## config.mk

```make
export PLATFORM = sky130hd
export DESIGN_NAME = mem_bus_arbiter
export DESIGN_NICKNAME = d
export VERILOG_FILES = /design/src/rtl/mem_bus_arbiter.sv
export SDC_FILE = /design/constraint.sdc
export NUM_CORES = 1
export LEC_CHECK = 0
export CORE_ASPECT_RATIO = 0.8
export CORE_MARGIN = 5
export CORE_UTILIZATION = 38
export DETAILED_ROUTE_END_ITERATION = 8
export PLACE_DENSITY = 0.76
export SYNTH_ARGS = -nofsm -noshare
export SYNTH_HDL_FRONTEND = slang
export SYNTH_SLANG_ARGS = --single-unit
```

## constraint.sdc

```tcl
create_clock -name CLK -period 3.41 [get_ports CLK]
set_input_delay 1.023 -clock CLK [delete_from_list [all_inputs] [get_ports CLK]]
set_output_delay 1.023 -clock CLK [all_outputs]
set_load 0.02 [all_outputs]
```

## src/rtl/mem_bus_arbiter.sv

```systemverilog
// mem_bus_arbiter
//   Shares one single-port memory between the CPU fetch port (F, read only)
//   and the CPU data/IO port (D). Each port uses a request/ack handshake, and
//   one memory transaction is in flight at a time. When both ports request in
//   the same cycle, the port that did not win last time is granted, so two
//   ports requesting continuously alternate F, D, F, D...
//
//   Sequence: IDLE -> BUSY (mem_en high until mem_ready) -> ACK (one-cycle
//   ack pulse) -> IDLE. Every output is registered.
//
//   Optional build macro ARB_TIMEOUT_EN: a BUSY transaction that sees no
//   mem_ready for MAX_HOLD cycles is aborted. The abort acks the requester
//   with err=1 and rdata all ones. Without the macro, BUSY waits indefinitely
//   and err is constant 0.
//
// Ports
//   CLK        in   system clock, rising edge
//   RST        in   asynchronous reset, active low
//   f_req      in   fetch request, held with f_addr until f_ack
//   f_addr     in   fetch address
//   d_req      in   data request, held with d_addr/d_we/d_wdata until d_ack
//   d_addr     in   data address
//   d_we       in   data write enable (1 = write)
//   d_wdata    in   data write value
//   f_ack      out  one-cycle completion pulse, fetch port
//   d_ack      out  one-cycle completion pulse, data port
//   rdata      out  read data; valid with an ack and held until the next ack
//   err        out  abort flag, valid with an ack
//   mem_en     out  memory access strobe
//   mem_we     out  memory write enable
//   mem_addr   out  memory address
//   mem_wdata  out  memory write data
//   mem_rdata  in   memory read data, valid with mem_ready
//   mem_ready  in   memory completion; only looked at in BUSY
module mem_bus_arbiter #(
  parameter int AW       = 8,
  parameter int DW       = 8,
  parameter int MAX_HOLD = 15
) (
  input  logic          CLK,
  input  logic          RST,
  input  logic          f_req,
  input  logic [AW-1:0] f_addr,
  input  logic          d_req,
  input  logic [AW-1:0] d_addr,
  input  logic          d_we,
  input  logic [DW-1:0] d_wdata,
  output logic          f_ack,
  output logic          d_ack,
  output logic [DW-1:0] rdata,
  output logic          err,
  output logic          mem_en,
  output logic          mem_we,
  output logic [AW-1:0] mem_addr,
  output logic [DW-1:0] mem_wdata,
  input  logic [DW-1:0] mem_rdata,
  input  logic          mem_ready
);

  localparam logic [1:0] ST_IDLE = 2'b00;
  localparam logic [1:0] ST_BUSY = 2'b01;
  localparam logic [1:0] ST_ACK  = 2'b10;

  localparam logic SEL_F = 1'b0;
  localparam logic SEL_D = 1'b1;

  logic [1:0] state_reg;
  logic       last_reg;    // port granted most recently
  logic       winner_reg;  // port owning the transaction in flight
  logic       grant_next;  // port that would be granted this cycle
  logic       timeout;     // abort the BUSY transaction at this edge

  // With only one requester, that requester wins. With both requesting, the
  // port that did not win last time wins. d_req alone also covers the
  // no-request case, which IDLE ignores anyway.
  always_comb begin
    grant_next = d_req;
    if (f_req && d_req) begin
      grant_next = ~last_reg;
    end
  end

`ifdef ARB_TIMEOUT_EN
  localparam int CW = $clog2(MAX_HOLD + 1);

  logic [CW-1:0] hold_cnt_reg;
  logic [CW-1:0] hold_cnt_next;

  // The abort fires on the BUSY cycle whose increment would bring the count
  // up to MAX_HOLD. That gives exactly MAX_HOLD stalled BUSY cycles before
  // the ack. A mem_ready in that same cycle still completes normally.
  assign hold_cnt_next = hold_cnt_reg + 1'b1;
  assign timeout       = (state_reg == ST_BUSY) && !mem_ready &&
                         (hold_cnt_next == CW'(MAX_HOLD));

  always_ff @(posedge CLK or negedge RST) begin
    if (!RST) begin
      hold_cnt_reg <= '0;
    end else if (state_reg != ST_BUSY) begin
      hold_cnt_reg <= '0;
    end else if (!mem_ready) begin
      hold_cnt_reg <= hold_cnt_next;
    end
  end
`else
  assign timeout = 1'b0;
`endif

  always_ff @(posedge CLK or negedge RST) begin
    if (!RST) begin
      state_reg  <= ST_IDLE;
      last_reg   <= SEL_D;  // makes F the winner of the first tie
      winner_reg <= SEL_F;
      f_ack      <= 1'b0;
      d_ack      <= 1'b0;
      rdata      <= '0;
      err        <= 1'b0;
      mem_en     <= 1'b0;
      mem_we     <= 1'b0;
      mem_addr   <= '0;
      mem_wdata  <= '0;
    end else begin
      // The ack is a pulse: it only stays high if set again below.
      f_ack <= 1'b0;
      d_ack <= 1'b0;
      case (state_reg)
        ST_IDLE: begin
          err <= 1'b0;
          if (f_req || d_req) begin
            last_reg   <= grant_next;
            winner_reg <= grant_next;
            mem_en     <= 1'b1;
            mem_addr   <= (grant_next == SEL_D) ? d_addr : f_addr;
            mem_we     <= (grant_next == SEL_D) && d_we;
            mem_wdata  <= (grant_next == SEL_D) ? d_wdata : '0;
            state_reg  <= ST_BUSY;
          end else begin
            mem_en    <= 1'b0;
            mem_we    <= 1'b0;
            mem_addr  <= '0;
            mem_wdata <= '0;
          end
        end

        ST_BUSY: begin
          if (mem_ready) begin
            if (!mem_we) begin
              rdata <= mem_rdata;  // a write leaves rdata untouched
            end
            f_ack     <= (winner_reg == SEL_F);
            d_ack     <= (winner_reg == SEL_D);
            err       <= 1'b0;
            mem_en    <= 1'b0;
            mem_we    <= 1'b0;
            state_reg <= ST_ACK;
          end else if (timeout) begin
            rdata     <= '1;
            f_ack     <= (winner_reg == SEL_F);
            d_ack     <= (winner_reg == SEL_D);
            err       <= 1'b1;
            mem_en    <= 1'b0;
            mem_we    <= 1'b0;
            state_reg <= ST_ACK;
          end
        end

        ST_ACK: begin
          // Requests are ignored here. Arbitration resumes in IDLE next cycle.
          err       <= 1'b0;
          state_reg <= ST_IDLE;
        end

        default: begin
          state_reg <= ST_IDLE;
        end
      endcase
    end
  end

endmodule

```

==> flow_summary.toml, run 1 <==
[outcome]
status = "finished clean"

[clock_network]
clkSlewWorstSetupHoldPaths_ns = 0.07
clockBufferDepth = 2
cts_setup_buffers = 0
clock_latency_ns = 0.28
ctsResizeCount = 0
cts_buffers = 5
root_buffer = "clkbuf_8"
tritoncts = "yes"
ctsHoldBuffers = 0
htree_levels = 2
clock-sinks = 32

[worst_setup_path]
cp.required_ns = 3.62
startpoint_type = "input pin"
rrSetupSlack_ns = 1.56
cp-end-kind = "flop"
ff2ff_path_depth = 3
timing.rr.start = "state_reg[0]$_DFFE_PN0P_"
worst_ep_arrival_time_ns = 2.61
r2r_end = "mem_addr[7]$_DFFE_PN0P_"
crit_path_max_fanout = 18
worstSetupPathType = "in2reg"

[power]
power_leakage_nw = 0.8653
finalPower_w = 0.001718
ir_worst_vdd_v = 0.0004285
pwr_density_cell_mw_per_mm2 = 842.3

[route]
drtIter0Drc = 60
vias = 992
wl_per_cell_um = 16.48
drcViolationCount = 0
vias_per_cell = 4.960
drt_pre_antenna_iters = 4
drtAntennaViolNets = 0
wl_mm = 3.295

[logic_synthesis]
syn_nets = 128
netlist_area_mm2 = 0.001266
postSynthAreaPerCell_um2 = 14.07
synth_warnings = 0
ys_seq_area_frac = 0.6334
ys_ff_latch = 32
synthCells = 90
synth_cell_types = 26

[grt]
antenna_found_initial = 0
grt_util_all_layers = 0.1583
grt_max_degree = 33
grt_pass1_vias = 1046
overflow = 0
grt_pass1_wl_mm = 5.319

[finish]
n_antenna_cell = 0
syn2layout_area_growth_pct = 61.07
reg_top3 = "mem_addr (8), mem_wdata (8), rdata (8)"
nets = 197
drive_gt1_frac = 0.1375
final_common_cell = "clkdlybuf4s50_1"
instances_no_fill = 200
final_cell_mix = "clkdlybuf4s50_1 (65), dfrtp_1 (31), a22o_1 (9)"

[timing]
rsz0062_at_grt = "false"
max_freq_mhz = 417.1
post-route-period-util = 0.7031
hold_viol = 0
period_needed_ns = 2.397
skew_ns = 0.003586
worst_pin_slew_ns = 0.6620
fin_setup_tns_ns = 0
slew_violations = 0
slew_headroom = 0.5587
setup_viol = 0

[job]
maxCapViolCount = 0

[min_path]
holdCritStartpoint = "winner_reg$_DFFE_PN0P_"
hold_depth = 1
worstHoldPathType = "reg2reg"
holdPathEnd = "f_ack$_DFF_PN0_"

[floorplanning]
rows = 18
pin_count = 67
die_y_um = 61.63
die_w_um = 74.54
dieArea_mm2 = 0.004594
start_util = 0.4016
core-area_mm2 = 0.003153

[placement]
gp_congestion = 0.7588
hpwl_mm = 2.505
dp.cells = 192
port_buffers = 65
-- worst max-delay path by stage --
stage,startpoint,to,cells past startpoint
floorplan,d_req,mem_we$_DFFE_PN0P_,4
global placement,d_req,mem_addr[2]$_DFFE_PN0P_,4
detailed placement,d_req,mem_addr[7]$_DFFE_PN0P_,4
CTS,d_req,mem_addr[7]$_DFFE_PN0P_,4
global route,d_req,mem_addr[7]$_DFFE_PN0P_,4
finish,d_req,mem_addr[7]$_DFFE_PN0P_,4
-- synthesized netlist by cell type, drive strengths merged --
cell     number  area share
nand3b        1      0.0059
or2           1      0.0049
inv           2      0.0059
clkbuf        1      0.0030
o21ai         3       0.012
buf           3       0.019
nor3          2       0.012
nor2          3       0.011
and2         10       0.049
dfrtp        31        0.61
a22o          9       0.062
nor2b         1      0.0049
conb          1      0.0030
nand2b        1      0.0049
or3b          1      0.0089
a211oi        1      0.0059
a21oi         1       0.013
o2bb2ai       1      0.0069
mux2          8       0.071
dfstp         1       0.021
a221o         8       0.063
-- power by group --
group	switching (W)	internal [W]
Clock	0.000139	0.000161
Sequential	0.0000973	0.000543
Combinational	0.000367	0.000411
Total	0.000603	0.00111
-- final cells by class --
class | count | area, µm²
clock buffer | 6 | 82.58
clock inverter | 2 | 10.01
fill | 256 | 1114
inverter | 2 | 7.507
multi-input combinational | 52 | 429.2
sequential | 32 | 802.0
tap | 40 | 50.05
timing repair buffer | 66 | 658.1
-- cell families (layout without fill, tap and decap cells) --
kind of cell,count (synthesis),in the layout,share of synthesized area
flops,32,32,0.6334
compound gates,23,23,0.1631
simple gates,20,20,0.1018
mux,8,8,0.07115
buf+inv,6,76,0.02767
other cells,1,1,0.002962
-- critical path, cell delays in order --
cell and delay, ns:
clkdlybuf4s50_1 0.51, or3b_4 0.41, a21oi_4 0.41, a221o_1 0.25
-- through the flow --
step	setup slack, ns	hold slack (ns)	utilization	cell area (µm²)
after CTS	1.031	0.4642	0.6468	2039
after global placement	0.8176	0.4296	0.6175	1947
final	1.013	0.4576	0.6468	2039
after detailed placement	0.7496	0.4531	0.6175	1947
after floorplan	1.460	0.4107	-	1266
after global routing	0.9296	0.4859	0.6468	2039
-- layer usage --
layer	global-route usage	up-vias	routed length [µm]
met3	0.04568	6	180
met4	0.04569	0	38
li1	-	462	-
met2	0.2516	31	1665
met5	0	-	0
met1	0.2133	493	1410
Power figures use the tool's default switching activity.
==> inputs of run 2 (changes only) <==
==> constraint.sdc (replaced) <==
create_clock -name CLK -period 2.3 [get_ports CLK]
set_input_delay 0.69 -clock CLK [delete_from_list [all_inputs] [get_ports CLK]]
set_output_delay 0.69 -clock CLK [all_outputs]
set_load 0.02 [all_outputs]
==> flow_summary.toml, run 2 (synthesis results as in run 1) <==
[timing]
skew_ns = 0.005202
setup_ws_ns = 0.3343
post-route-period-util = 0.8546
hold_viol = 0
rsz0062_at_grt = "false"
slew_headroom = 0.5712
fin_setup_tns_ns = 0
worst_pin_slew_ns = 0.6432
period_needed_ns = 1.966
max_freq_mhz = 508.7
slew_violations = 0
setup_viol = 0

[worst_setup_path]
worst_ep_arrival_time_ns = 1.28
crit_path_max_fanout = 3
slowest_stage = "clkdlybuf4s50_1"
cp-end-kind = "primary output"
cp.required_ns = 1.61
startpoint_type = "flop"
path_delay_family = "buffers and inverters"
worstSetupPathType = "reg2out"
cpPeakStageDelay_ns = 0.63
path_cells = "clkdlybuf4s50_1"
crit_buf_inv = 1

[grt]
grt_util_all_layers = 0.1519
grt_max_degree = 33
grt_pass1_wl_mm = 5.030
grt_pass1_vias = 1037
antenna_found_initial = 0
overflow = 0

[floorplanning]
rows = 18
pin_count = 67
start_util = 0.4016
die_y_um = 61.63
core-area_mm2 = 0.003153
die_w_um = 74.54
dieArea_mm2 = 0.004594

[finish]
syn2layout_area_growth_pct = 63.24
multi_input_area_um2 = 429.2
final_cell_mix = "clkdlybuf4s50_1 (65), dfrtp_1 (31), a22o_1 (9)"
regArea_um2 = 802.0
reg_top3 = "mem_addr (8), mem_wdata (8), rdata (8)"
n_antenna_cell = 0
instances_no_fill = 204
drive_gt1_frac = 0.1463
nets = 201
fillers = 253
final_common_cell = "clkdlybuf4s50_1"
final_core_util = 0.6556

[clock_network]
ctsHoldBuffers = 0
cts_setup_buffers = 0
htree_levels = 2
clock_latency_ns = 0.27
clock-sinks = 32
tritoncts = "yes"
clockBufferDepth = 2
root_buffer = "clkbuf_8"
clkSlewWorstSetupHoldPaths_ns = 0.06
ctsResizeCount = 0
cts_buffers = 5

[placement]
dp.cells = 196
port_buffers = 65
gp_congestion = 0.6614
place_ws_ns = 0.1257
hpwl_mm = 2.519

[min_path]
worstHoldPathType = "reg2reg"

[power]
pwr_density_cell_mw_per_mm2 = 1230
ir_worst_vdd_v = 0.0005942
power_leakage_nw = 0.8809

[route]
drt_pre_antenna_iters = 4
drtIter0Drc = 63
vias_per_cell = 4.868
drcViolationCount = 0
drtAntennaViolNets = 0
vias = 993
wl_per_cell_um = 15.88
wl_mm = 3.239

[outcome]
status = "finished clean"

[job]
maxCapViolCount = 0
[run 2: cell count changes in the layout (fill, tap and decap cells not counted), sizes merged]
cell and change:
clkbuf +2, buf +4, clkinv -2
[run 2: metal layers]
metal	GRT usage	up-vias	routed length [µm]	share of wire
li1	-	472	-	-
met1	0.2006	492	1418	0.44
met2	0.2353	25	1626	0.50
met3	0.03752	4	148	0.046
met4	0.07614	0	46	0.014
met5	0	-	0	0
[run 2: power breakdown]
group	total, W	switching, W	internal, W
clock	0.000423	0.000179	0.000243
combinational	0.00117	0.000547	0.000627
sequential	0.000945	0.000140	0.000805
total	0.00254	0.000867	0.00168
[run 2: area by class of cell]
class,instances,area share
Tap cell,40,0.02421
Multi-Input combinational cell,52,0.2076
Inverter,2,0.003632
Timing Repair Buffer,70,0.3329
Clock buffer,8,0.04358
Sequential cell,32,0.3880
[run 2: worst paths after layout]
| path | startpoint | cells past startpoint | slack, ns | end |
|---|---|---|---|---|
| max | mem_we$_DFFE_PN0P_ | 1 | 0.33 | mem_we |
| min | winner_reg$_DFFE_PN0P_ | 1 | 0.45 | f_ack$_DFF_PN0_ |
| max reg2reg | state_reg[0]$_DFFE_PN0P_ | 4 | 0.65 | mem_addr[6]$_DFFE_PN0P_ |
| min reg2reg | winner_reg$_DFFE_PN0P_ | 1 | 0.45 | f_ack$_DFF_PN0_ |
| max in group asynchronous | RST | 2 | 1.17 | last_reg$_DFFE_PN1P_ |
| min in group asynchronous | RST | 2 | 0.80 | mem_addr[4]$_DFFE_PN0P_ |
[run 2: through the flow]
step / area (µm²) / power [W] / hold slack [ns]
2_1_floorplan: 1266 / 0.001530 / 0.3944
3_3_place_gp: 1977 / 0.002104 / 0.4351
3_5_place_dp: 1977 / 0.002137 / 0.4442
4_1_cts: 2067 / 0.002578 / 0.4475
5_1_grt: 2067 / 0.002691 / 0.4663
6_report: 2067 / 0.002542 / 0.4519
[run 2: worst register-to-register path: stages (launching register included)]
cell     delay, ns
dfrtp_1       0.41
or2_1         0.54
nor3_2        0.09
buf_4         0.19
a221o_1       0.30
